[src/rtl/ak4432_audio_rx.sv]
// AK4432 serial audio receiver: mode-6 left-justified framing by default, I2S
// framing when AK4432_AUDIO_RX_I2S_EN is defined.
module ak4432_audio_rx #(
    parameter int audio_bits = 16
) (
    input  logic                  mclk,
    input  logic                  reset_n,
    input  logic                  bclk,
    input  logic                  lrclk,
    input  logic                  sdata,
    output logic [audio_bits-1:0] pcm_left,
    output logic [audio_bits-1:0] pcm_right,
    output logic                  valid,
    output logic                  frame_err
);

    typedef enum logic [1:0] {HUNT, LEFT, RIGHT} state_e;

    state_e                state_q, state_d;
    logic [2:0]            bclk_sync_q;
    logic [1:0]            lr_sync_q;
    logic [1:0]            sd_sync_q;
    logic                  lr_prev_q;
    logic                  lr_prev_vld_q;
    logic [31:0]           shreg_q;
    logic [5:0]            cnt_q;
    logic [audio_bits-1:0] hold_q, hold_d;
    logic                  left_ok_q, left_ok_d;
    logic [audio_bits-1:0] pcm_left_q, pcm_left_d;
    logic [audio_bits-1:0] pcm_right_q, pcm_right_d;
    logic                  valid_q, valid_d;
    logic                  frame_err_q, frame_err_d;

    logic                  bit_evt;
    logic                  lr_now;
    logic                  lr_now_vld;
    logic                  ch_left;
    logic                  boundary;
    logic [audio_bits-1:0] captured;

    assign bit_evt  = bclk_sync_q[1] & ~bclk_sync_q[2];
    assign captured = shreg_q[31 -: audio_bits];

`ifdef AK4432_AUDIO_RX_I2S_EN
    // lrclk leads the data by one BCLK, so the word select seen one bit event late lines up with the MSB
    logic lr_dly_q;
    logic lr_dly_vld_q;

    assign lr_now     = lr_dly_q;
    assign lr_now_vld = lr_dly_vld_q;
    assign ch_left    = ~lr_now;

    always_ff @(posedge mclk or negedge reset_n) begin
        if (!reset_n) begin
            lr_dly_q     <= 1'b0;
            lr_dly_vld_q <= 1'b0;
        end else if (bit_evt) begin
            lr_dly_q     <= lr_sync_q[1];
            lr_dly_vld_q <= 1'b1;
        end
    end
`else
    assign lr_now     = lr_sync_q[1];
    assign lr_now_vld = 1'b1;
    assign ch_left    = lr_now;
`endif

    // The first bit event after reset only seeds the word-select history
    assign boundary = bit_evt & lr_now_vld & lr_prev_vld_q & (lr_now != lr_prev_q);

    always_comb begin
        state_d     = state_q;
        hold_d      = hold_q;
        left_ok_d   = left_ok_q;
        pcm_left_d  = pcm_left_q;
        pcm_right_d = pcm_right_q;
        valid_d     = 1'b0;
        frame_err_d = 1'b0;
        if (boundary) begin
            case (state_q)
                HUNT: begin
                    if (ch_left) state_d = LEFT;
                end
                LEFT: begin
                    if (!ch_left) begin
                        if (cnt_q == 6'd32) begin
                            hold_d    = captured;
                            left_ok_d = 1'b1;
                            state_d   = RIGHT;
                        end else begin
                            frame_err_d = 1'b1;
                            left_ok_d   = 1'b0;
                            state_d     = HUNT;
                        end
                    end
                end
                RIGHT: begin
                    if (ch_left) begin
                        if ((cnt_q == 6'd32) && left_ok_q) begin
                            pcm_left_d  = hold_q;
                            pcm_right_d = captured;
                            valid_d     = 1'b1;
                        end else begin
                            frame_err_d = 1'b1;
                        end
                        left_ok_d = 1'b0;
                        state_d   = LEFT;
                    end
                end
                default: state_d = HUNT;
            endcase
        end
    end

    always_ff @(posedge mclk or negedge reset_n) begin
        if (!reset_n) begin
            state_q       <= HUNT;
            bclk_sync_q   <= '0;
            lr_sync_q     <= '0;
            sd_sync_q     <= '0;
            lr_prev_q     <= 1'b0;
            lr_prev_vld_q <= 1'b0;
            shreg_q       <= '0;
            cnt_q         <= '0;
            hold_q        <= '0;
            left_ok_q     <= 1'b0;
            pcm_left_q    <= '0;
            pcm_right_q   <= '0;
            valid_q       <= 1'b0;
            frame_err_q   <= 1'b0;
        end else begin
            bclk_sync_q <= {bclk_sync_q[1:0], bclk};
            lr_sync_q   <= {lr_sync_q[0], lrclk};
            sd_sync_q   <= {sd_sync_q[0], sdata};
            state_q     <= state_d;
            hold_q      <= hold_d;
            left_ok_q   <= left_ok_d;
            pcm_left_q  <= pcm_left_d;
            pcm_right_q <= pcm_right_d;
            valid_q     <= valid_d;
            frame_err_q <= frame_err_d;
            if (bit_evt) begin
                lr_prev_q     <= lr_now;
                lr_prev_vld_q <= lr_now_vld;
                shreg_q       <= {shreg_q[30:0], sd_sync_q[1]};
                if (boundary)            cnt_q <= 6'd1;
                else if (cnt_q != 6'd63) cnt_q <= cnt_q + 6'd1;
            end
        end
    end

    assign pcm_left  = pcm_left_q;
    assign pcm_right = pcm_right_q;
    assign valid     = valid_q;
    assign frame_err = frame_err_q;

endmodule
[config.mk]
export PLATFORM = sky130hd
export DESIGN_NAME = ak4432_audio_rx
export DESIGN_NICKNAME = d
export VERILOG_FILES = /design/src/rtl/ak4432_audio_rx.sv
export SDC_FILE = /design/constraint.sdc
export NUM_CORES = 1
export LEC_CHECK = 0
export BUFFER_PORTS_ARGS = -buffer_cell sky130_fd_sc_hd__buf_2
export CORE_MARGIN = 2
export CORE_UTILIZATION = 45
export DETAILED_ROUTE_END_ITERATION = 10
export HOLD_SLACK_MARGIN = 0.15
export PLACE_DENSITY = 0.74
export SLEW_MARGIN = 0
export SYNTH_ARGS = -nofsm -noshare
export SYNTH_HDL_FRONTEND = slang
export SYNTH_SLANG_ARGS = --single-unit
[constraint.sdc]
create_clock -name mclk -period 5.12 [get_ports mclk]
set_input_delay 0.256 -clock mclk [delete_from_list [all_inputs] [get_ports mclk]]
set_output_delay 0.256 -clock mclk [all_outputs]
set_load 0.05 [all_outputs]
==> results of run 1 <==
where the power goes:
part / switching [mW] / total (mW) / internal, mW
Combinational: 0.0712 / 0.160 / 0.0885
Sequential: 0.0604 / 0.926 / 0.865
Clock: 0.281 / 0.465 / 0.184
synth_stat cells, types with 2 or more instances:
library cell / number
a21oi_1: 4
a41oi_1: 2
and3_1: 2
buf_12: 4
buf_2: 3
clkbuf_1: 2
dfrtp_1: 100
ha_1: 6
inv_1: 7
mux2_2: 41
mux2_4: 40
nand2_1: 5
nand3_1: 2
nand4_1: 2
nor2_1: 3
nor2b_1: 3
nor3_1: 2
nor3b_1: 2
o21ai_0: 6
o21bai_1: 2
placed cells by master (no fill, tap or decap), types with 2 or more instances in the layout:
cell             n
nor2_1           3
a21oi_1          4
ha_1             6
nor2b_1          2
inv_1            7
nand3_1          2
mux2_2          41
nor3_1           2
buf_2           37
nor3b_1          2
mux2_4          40
nand4_1          2
dlygate4sd3_1    4
clkinv_4         5
o21ai_0          6
a41oi_1          2
clkbuf_8         9
and3_1           2
nand2_1          5
dfrtp_1        100
buf_4            2
o21bai_1         2
metal layers:
metal | up-vias | share of wire [%] | track usage (%)
li1 | 1012 | - | -
met1 | 1114 | 48 | 19.0
met2 | 42 | 48 | 20.1
met3 | 11 | 2.9 | 2.51
met4 | 0 | 1.6 | 7.90
met5 | - | 0 | 0
logic make-up (layout without fill, tap and decap cells):
group                    count (synthesis)  in the layout  share of synthesized area, %
buffers and inverters                   17             66                          3.36
flip-flops                             100            100                          60.0
adder cells (fa/ha/maj)                  6              6                          1.80
AND/OR/NAND/NOR                         30             30                          5.16
multiplexers                            82             82                          25.7
AO/OA/AOI/OAI                           23             23                          3.90
final cells by class:
type	count	area share, %
Multi-Input combinational cell	141	33.1
Clock buffer	9	2.68
Timing Repair Buffer	43	5.19
Sequential cell	100	54.1
Tap cell	111	3.00
Inverter	7	0.568
Clock inverter	7	1.35
timing repair:
item / CTS / global route
buffers inserted: 0 / 0
hold buffers: 4 / 0
endpoints found under the hold margin: 40 / 0
registers in the layout, indices dropped and copies added, names as in the netlist:
| name | count |
|---|---|
| state_q | 2 |
| lr_prev_vld_q | 1 |
| sd_sync_q | 2 |
| frame_err | 1 |
| valid | 1 |
| bclk_sync_q | 3 |
| pcm_left | 16 |
| left_ok_q | 1 |
| hold_q | 16 |
| cnt_q | 6 |
| pcm_right | 16 |
| shreg_q | 32 |
| lr_prev_q | 1 |
| lr_sync_q | 2 |
stage by stage:
| stage | std cells | instance area [sq um] | hold slack [ps] | setup slack [ps] |
|---|---|---|---|---|
| 3_5_place_dp | 398 | 4400 | 244 | 2550 |
| 3_3_place_gp | 398 | 4400 | 240 | 2580 |
| 5_1_grt | 418 | 4630 | 369 | 2340 |
| 6_report | 418 | 4630 | 360 | 2580 |
| 4_1_cts | 418 | 4630 | 363 | 2510 |
| 2_1_floorplan | 258 | 4170 | -39.6 | 3350 |
worst max-delay path, stage by stage (launching register included):
cell	delay, ps
dfrtp_1	380
nor2b_4	870
nand3_1	250
nor2_4	520
mux2_2	400
worst max-delay path by stage:
stage                                        start                      end  slack [ps]
after floorplan             state_q[0]$_DFFE_PN0P_  pcm_left[0]$_DFFE_PN0P_        3350
after global placement    bclk_sync_q[2]$_DFF_PN0_    hold_q[7]$_DFFE_PN0P_        2580
after detailed placement  bclk_sync_q[1]$_DFF_PN0_   hold_q[10]$_DFFE_PN0P_        2550
after CTS                 bclk_sync_q[1]$_DFF_PN0_   hold_q[10]$_DFFE_PN0P_        2510
after global routing      bclk_sync_q[1]$_DFF_PN0_   hold_q[10]$_DFFE_PN0P_        2340
final                     bclk_sync_q[1]$_DFF_PN0_   hold_q[10]$_DFFE_PN0P_        2580
==> flow_metrics.tcl, run 1 <==
set metrics [dict create \
    hold_path_end "sd_sync_q[1]$_DFF_PN0_" \
    setup_viol 0 \
    via_count 2179 \
    fmax_mhz 393 \
    drtPass1Iterations 4 \
    syn-cell-area_sq_um 4170 \
    multi_input_area_sq_um 1530 \
    ios 39 \
    cts_resized 0 \
    synth_ff_type "dfrtp_1" \
    hold_violations 0 \
    port_buffers 38 \
    drtAntennaViolNets 0 \
    min_from "sd_sync_q[0]$_DFF_PN0_" \
    critPathRequiredTime_ps 5360 \
    yosysTopAreaCell "dfrtp_1" \
    fillers 777 \
    antenna_found_initial 0 \
    grtUsageTotal_pct 13.7 \
    min_path_type "flop to flop" \
    drive_gt1_share_pct 47.6 \
    syn_avg_cell_area_sq_um 16.2 \
    clk_pin_slew_ps 100 \
    status "finished clean" \
    cp-start-kind "flop" \
    fin_worst_skew_ps 10.2 \
    synth_edf_count 0 \
    p_leak_nw 2.42 \
    yosys-top-cells-area "dfrtp_1 (60%), mux2_4 (14%), mux2_2 (11%), buf_12 (1.9%), ha_1 (1.8%)" \
    die_y_microns 100 \
    final_util_pct 50.8 \
    slew_viol_final 0 \
    worst_slew_pin_slew_ps 1060 \
    ir_drop_v 0.000174 \
    rsz0062_at_grt "false" \
    cts_tree "built" \
    min_path_cells 0 \
    drt_iter0_drc 171 \
    synth_nets 269 \
    cts.sinks 100 \
    gp_congestion 0.787 \
    crit_fanout 44 \
    grt_pass1_vias 2227 \
    grt_overflow_total 0 \
    yosysSeqAreaShare_pct 60.0 \
    htreeDepth 3 \
    max_slew_margin_pct 29.4 \
    power_density_nw_per_um2 335 \
    fin_crit_sh_pct 49.7 \
    drc 0 \
    cts-buffers-inserted 9 \
    ff2ff_setup_slack_ps 2580 \
    final.setup.tns_ps 0 \
    antennaDiodeCount 0 \
    synth.distinct_cells 40 \
    final-seq-area_sq_um 2500 \
    die_area_sq_um 10000 \
    grt_start_max_net_pins 64 \
    clockBufferDepth 2 \
    ctsRootBufferMaster "clkbuf_8" \
    area_growth_pct 11.0 \
    crit_arrival_ps 2790 \
    fp.coreArea_sq_um 9110 \
    ys_warn_count 0 \
    crit-reg2reg-capture "hold_q[10]$_DFFE_PN0P_" \
    routedWlPerCell_microns 14.9 \
    total_power_mw 1.55 \
    maxCapViolCount 0 \
    die_w_microns 100 \
    crit_type "flop to flop" \
    start_util_pct 45.8 \
    synth_top_area_share_pct 60.0 \
    synth_seq_cells 100 \
    async_flop_share_pct 100 \
    grt_pass1_wl_mm 10.8 \
    hpwlAfterDp_mm 4.15 \
    num_rows 35 \
    clock_latency_ps 360 \
    cp-end-kind "flop" \
    r2r_cells 4 \
    routed_wl_mm 6.24 \
    crit-reg2reg-launch "bclk_sync_q[1]$_DFF_PN0_" \
    period_needed_ps 2540 \
    final_nets 313 \
    syn_inst 258 \
    routed_via_density 5.21 \
]
(Power assumes the default switching activity.)
==> inputs of run 2 (changes only) <==
--- a/config.mk
+++ b/config.mk
@@ -10,7 +10,7 @@
 export CORE_UTILIZATION = 45
 export DETAILED_ROUTE_END_ITERATION = 10
 export HOLD_SLACK_MARGIN = 0.15
-export PLACE_DENSITY = 0.74
+export PLACE_DENSITY = 0.77
 export SLEW_MARGIN = 0
 export SYNTH_ARGS = -nofsm -noshare
 export SYNTH_HDL_FRONTEND = slang
==> constraint.sdc (replaced) <==
create_clock -name mclk -period 2.15 [get_ports mclk]
set_input_delay 0.1075 -clock mclk [delete_from_list [all_inputs] [get_ports mclk]]
set_output_delay 0.1075 -clock mclk [all_outputs]
set_load 0.05 [all_outputs]
==> flow_metrics.tcl, run 2 (synthesized netlist as in run 1, its figures left out) <==
set metrics [dict create \
    cp_slowest_stage_delay_ps 430 \
    routed_wl_mm 6.29 \
    fin_crit_sh_pct 90.7 \
    p_leak_nw 2.46 \
    critPathBufInv 2 \
    clk_pin_slew_ps 110 \
    gp_congestion 0.777 \
    ctsRootBufferMaster "clkbuf_8" \
    grt_pass1_wl_mm 10.6 \
    drtPass1Iterations 4 \
    htreeDepth 3 \
    cp-end-kind "flop" \
    cts_resized 0 \
    clockBufferDepth 2 \
    largest_register "shreg_q" \
    dpl.cell_count 402 \
    p_sw_mw 1.02 \
    cts_setup_buffers 0 \
    final_cell_count_no_fill 422 \
    power_frac_clock_pct 30.7 \
    setup_viol 0 \
    drtAntennaViolNets 0 \
    grt_start_max_net_pins 41 \
    power_density_nw_per_um2 796 \
    antennaDiodeCount 0 \
    area_growth_pct 12.8 \
    antenna_found_initial 0 \
    switching_share_pct 27.2 \
    intPower_mw 2.73 \
    final_util_pct 51.6 \
    crit_start "state_q[0]$_DFFE_PN0P_" \
    ff2ff_setup_slack_ps 200 \
    place_ws_ps 234 \
    fillers 764 \
    period_needed_ps 1950 \
    clock_latency_ps 370 \
    status "finished clean" \
    crit_arrival_ps 2200 \
    ir_drop_v 0.000333 \
    slew_viol_final 0 \
    drc 0 \
    ios 39 \
    grt_overflow_total 0 \
    total_power_mw 3.74 \
    hold_violations 0 \
    grt_pass1_vias 2193 \
    crit_type "flop to flop" \
    slowest_stage "dfrtp_1" \
    routedWlPerCell_microns 14.9 \
    start_util_pct 45.8 \
    die_area_sq_um 10000 \
    crit_chain "inv_1, ha_1, nand2_1, nor4_4, nand2_4, buf_12, mux2_4" \
    maxCapViolCount 0 \
    die_y_microns 100 \
    critPathRequiredTime_ps 2400 \
    drive_gt1_share_pct 48.2 \
    cp-start-kind "flop" \
    seq_power_share_pct 59.0 \
    final_common_cell "dfrtp_1" \
    largest_reg_flops 32 \
    cts_tree "built" \
    hpwlAfterDp_mm 4.27 \
    rsz0062_at_grt "false" \
    port_buffers 38 \
    fin_worst_skew_ps 14.3 \
    max_slew_margin_pct 68.1 \
    final_nets 317 \
    final.setup.tns_ps 0 \
    num_rows 35 \
    cts.sinks 100 \
    grtUsageTotal_pct 13.6 \
    cp_top_family "simple AND/OR/NAND/NOR gates" \
    via_count 2214 \
    layout_common_cells "dfrtp_1 (100), mux2_2 (41), mux2_4 (40)" \
    fin_ws_ps 199 \
    crit_fanout 31 \
    cts-buffers-inserted 9 \
    p_comb_share_pct 10.3 \
    worst_slew_pin_slew_ps 478 \
    crit-reg2reg-launch "state_q[0]$_DFFE_PN0P_" \
    fp.coreArea_sq_um 9110 \
    fmax_mhz 513 \
    routed_via_density 5.25 \
    die_w_microns 100 \
    drt_iter0_drc 119 \
    min_path_type "input port to async pin" \
]
run 2: changes by cell type in the layout (fill, tap and decap cells not counted), sizes merged:
cell	delta
inv	+2
buf	+4
clkinv	-2
run 2: timing repair:
item / in CTS / in global routing
hold endpoints to repair: 77 / 0
hold buffers: 4 / 0
setup endpoints to repair: 0 / 0
run 2: final timing paths:
check | cells past startpoint | endpoint
setup / recovery | 7 | pcm_left[14]$_DFFE_PN0P_
hold reg to reg | 0 | bclk_sync_q[1]$_DFF_PN0_
max in group asynchronous | 3 | shreg_q[28]$_DFFE_PN0N_
hold / removal | 2 | pcm_right[14]$_DFFE_PN0P_
min in group mclk | 0 | bclk_sync_q[1]$_DFF_PN0_
setup reg to reg | 7 | pcm_left[14]$_DFFE_PN0P_
run 2: final cells by class:
| cell class | instances | area, sq um | share of cell area, % |
|---|---|---|---|
| sequential | 100 | 2500 | 53.2 |
| multi-input combinational | 141 | 1530 | 32.6 |
| timing repair buffer | 47 | 308 | 6.55 |
| tap | 111 | 139 | 2.95 |
| clock buffer | 9 | 124 | 2.63 |
| clock inverter | 7 | 70.1 | 1.49 |
| inverter | 7 | 26.3 | 0.559 |
run 2: stage by stage:
step / cell area [sq um] / hold slack (ps)
3_3_place_gp: 4470 / 94.6
3_5_place_dp: 4470 / 103
4_1_cts: 4700 / 246
5_1_grt: 4700 / 261
2_1_floorplan: 4170 / -188
6_report: 4700 / 224
run 2: worst reg2reg max path, cell delays in order (launching register included):
cell,delay (ps)
dfrtp_1,430
inv_1,110
ha_1,270
nand2_1,140
nor4_4,270
nand2_4,90
buf_12,190
mux2_4,340
run 2: layer usage:
metal / track usage (%) / share of wire, % / wire, microns / vias to the layer above
met3: 2.86 / 3.4 / 216 / 18
li1: - / - / - / 1006
met1: 18.5 / 47 / 2980 / 1140
met5: 0 / 0 / 0 / -
met2: 20.6 / 47 / 2940 / 50
met4: 7.48 / 2.5 / 155 / 0
run 2: power by group through the flow:
stage | Sequential [mW] | Combinational, mW | Clock, mW
floorplan | 2.19 | 0.327 | 0
global placement | 2.23 | 0.368 | 0
detailed placement | 2.25 | 0.391 | 0
CTS | 2.21 | 0.396 | 1.19
global route | 2.24 | 0.434 | 1.27
finish | 2.21 | 0.386 | 1.15
==> inputs of run 3 (changes only) <==
--- a/config.mk
+++ b/config.mk
@@ -8,6 +8,7 @@
 export BUFFER_PORTS_ARGS = -buffer_cell sky130_fd_sc_hd__buf_2
 export CORE_MARGIN = 2
 export CORE_UTILIZATION = 45
+export CTS_BUF_LIST = sky130_fd_sc_hd__clkbuf_2
 export DETAILED_ROUTE_END_ITERATION = 10
 export HOLD_SLACK_MARGIN = 0.15
 export PLACE_DENSITY = 0.77
==> flow_metrics.tcl, run 3 (synthesized netlist as in run 1, its figures left out) <==
set metrics [dict create \
    status "finished clean" \
    drtPass1Iterations 4 \
    routed_via_density 5.17 \
    crit_fanout 31 \
    clock_latency_ps 560 \
    maxCapViolCount 0 \
    final_common_cell "dfrtp_1" \
    cts-buffers-inserted 9 \
    grt_start_max_net_pins 41 \
    worst_slew_pin_slew_ps 433 \
    p_comb_share_pct 11.5 \
    crit_type "flop to flop" \
    final.setup.tns_ps 0 \
    crit-reg2reg-capture "pcm_right[11]$_DFFE_PN0P_" \
    die_area_sq_um 10000 \
    grt_overflow_total 0 \
    grt_pass1_wl_mm 10.6 \
    fin_crit_sh_pct 91.6 \
    drive_gt1_share_pct 47.8 \
    final_util_pct 51.4 \
    die_y_microns 100 \
    power_frac_clock_pct 24.3 \
    switching_share_pct 28.3 \
    clockBufferDepth 2 \
    fmax_mhz 508 \
    hpwlAfterDp_mm 4.27 \
    cp-start-kind "flop" \
    num_rows 35 \
    ios 39 \
    area_growth_pct 12.4 \
    cts_setup_buffers 0 \
    port_buffers 38 \
    die_w_microns 100 \
    crit-reg2reg-launch "state_q[0]$_DFFE_PN0P_" \
    largest_reg_flops 32 \
    min_path_type "flop to flop" \
    hold_violations 0 \
    intPower_mw 2.47 \
    critPathRequiredTime_ps 2600 \
    drt_iter0_drc 112 \
    max_slew_margin_pct 71.1 \
    hold_path_end "lr_sync_q[1]$_DFF_PN0_" \
    ctsRootBufferMaster "clkbuf_2" \
    crit_arrival_ps 2420 \
    p_leak_nw 2.45 \
    largest_register "shreg_q" \
    routed_wl_mm 6.18 \
    clk_pin_slew_ps 260 \
    layout_common_cells "dfrtp_1 (100), mux2_2 (41), mux2_4 (40)" \
    setup_viol 0 \
    htreeDepth 3 \
    final_nets 322 \
    drc 0 \
    fillers 780 \
    min_from "lr_sync_q[0]$_DFF_PN0_" \
    fin_worst_skew_ps 44.1 \
    routedWlPerCell_microns 14.5 \
    start_util_pct 45.8 \
    cts_resized 0 \
    grtUsageTotal_pct 13.6 \
    cts_tree "built" \
    ir_drop_v 0.000283 \
    antennaDiodeCount 0 \
    min_path_cells 0 \
    fp.coreArea_sq_um 9110 \
    gp_congestion 0.777 \
    final_cell_count_no_fill 427 \
    drtAntennaViolNets 0 \
    via_count 2206 \
    cts.sinks 100 \
    antenna_found_initial 0 \
    slew_viol_final 0 \
    rsz0062_at_grt "false" \
    dpl.cell_count 402 \
    seq_power_share_pct 64.2 \
    power_density_nw_per_um2 737 \
    period_needed_ps 1970 \
    grt_pass1_vias 2169 \
    r2r_cells 7 \
    p_sw_mw 0.978 \
    cp-end-kind "flop" \
    ff2ff_setup_slack_ps 180 \
]
-- run 3: changes by cell type in the layout (fill, tap and decap cells not counted) --
| cell | before | now |
|---|---|---|
| buf_12 | 3 | 4 |
| clkbuf_2 | 0 | 9 |
| dlygate4sd3_1 | 4 | 8 |
| clkbuf_8 | 9 | 0 |
-- run 3: area by class of cell --
type | count | area (sq um) | area share, %
clock buffers | 9 | 45.0 | 0.962
well taps | 111 | 139 | 2.97
inverters | 7 | 26.3 | 0.561
repair buffers | 52 | 368 | 7.85
flip-flops and latches | 100 | 2500 | 53.4
clock inverters | 7 | 70.1 | 1.50
multi-input cells | 141 | 1530 | 32.7
-- run 3: worst max-delay path by stage --
stage / startpoint / endpoint / slack [ps]
after floorplan: state_q[0]$_DFFE_PN0P_ / pcm_left[0]$_DFFE_PN0P_ / 380
after global placement: cnt_q[0]$_DFFE_PN0P_ / hold_q[10]$_DFFE_PN0P_ / 300
after detailed placement: state_q[0]$_DFFE_PN0P_ / pcm_right[5]$_DFFE_PN0P_ / 230
after CTS: state_q[0]$_DFFE_PN0P_ / pcm_left[14]$_DFFE_PN0P_ / 190
after global routing: state_q[0]$_DFFE_PN0P_ / pcm_left[11]$_DFFE_PN0P_ / 100
final: state_q[0]$_DFFE_PN0P_ / pcm_right[11]$_DFFE_PN0P_ / 180
-- run 3: timing repair --
action / CTS / global route
hold buffers: 9 / 0
setup endpoints to repair: 0 / 0
endpoints found under the hold margin: 103 / 0
-- run 3: worst max-delay path: stages (launching register included) --
cell     delay, ps
dfrtp_1        480
inv_1          110
ha_1           270
nand2_1        140
nor4_4         270
nand2_4         90
buf_12         190
mux2_4         320
-- run 3: power by group through the flow --
stage	Sequential, mW	Clock [mW]	Combinational [mW]
2_1_floorplan	2.19	0	0.327
3_5_place_dp	2.25	0	0.391
5_1_grt	2.24	0.971	0.445
4_1_cts	2.21	0.892	0.405
6_report	2.21	0.840	0.396
3_3_place_gp	2.23	0	0.368
-- run 3: routing by layer --
layer	share of wire, %	vias up	global-route usage [%]
li1	-	1021	-
met1	48	1136	18.5
met2	48	45	20.4
met3	3.3	4	3.41
met4	0.87	0	6.32
met5	0	-	0
-- run 3: stage by stage --
step                      worst slack, ps  total power, mW  area (sq um)  hold WS [ps]
after floorplan                       383             2.52          4170          -188
after global placement                298             2.60          4470          94.6
after detailed placement              234             2.64          4470           103
after CTS                             191             3.51          4680           388
after global routing                  101             3.66          4680           407
final                                 181             3.45          4680           388
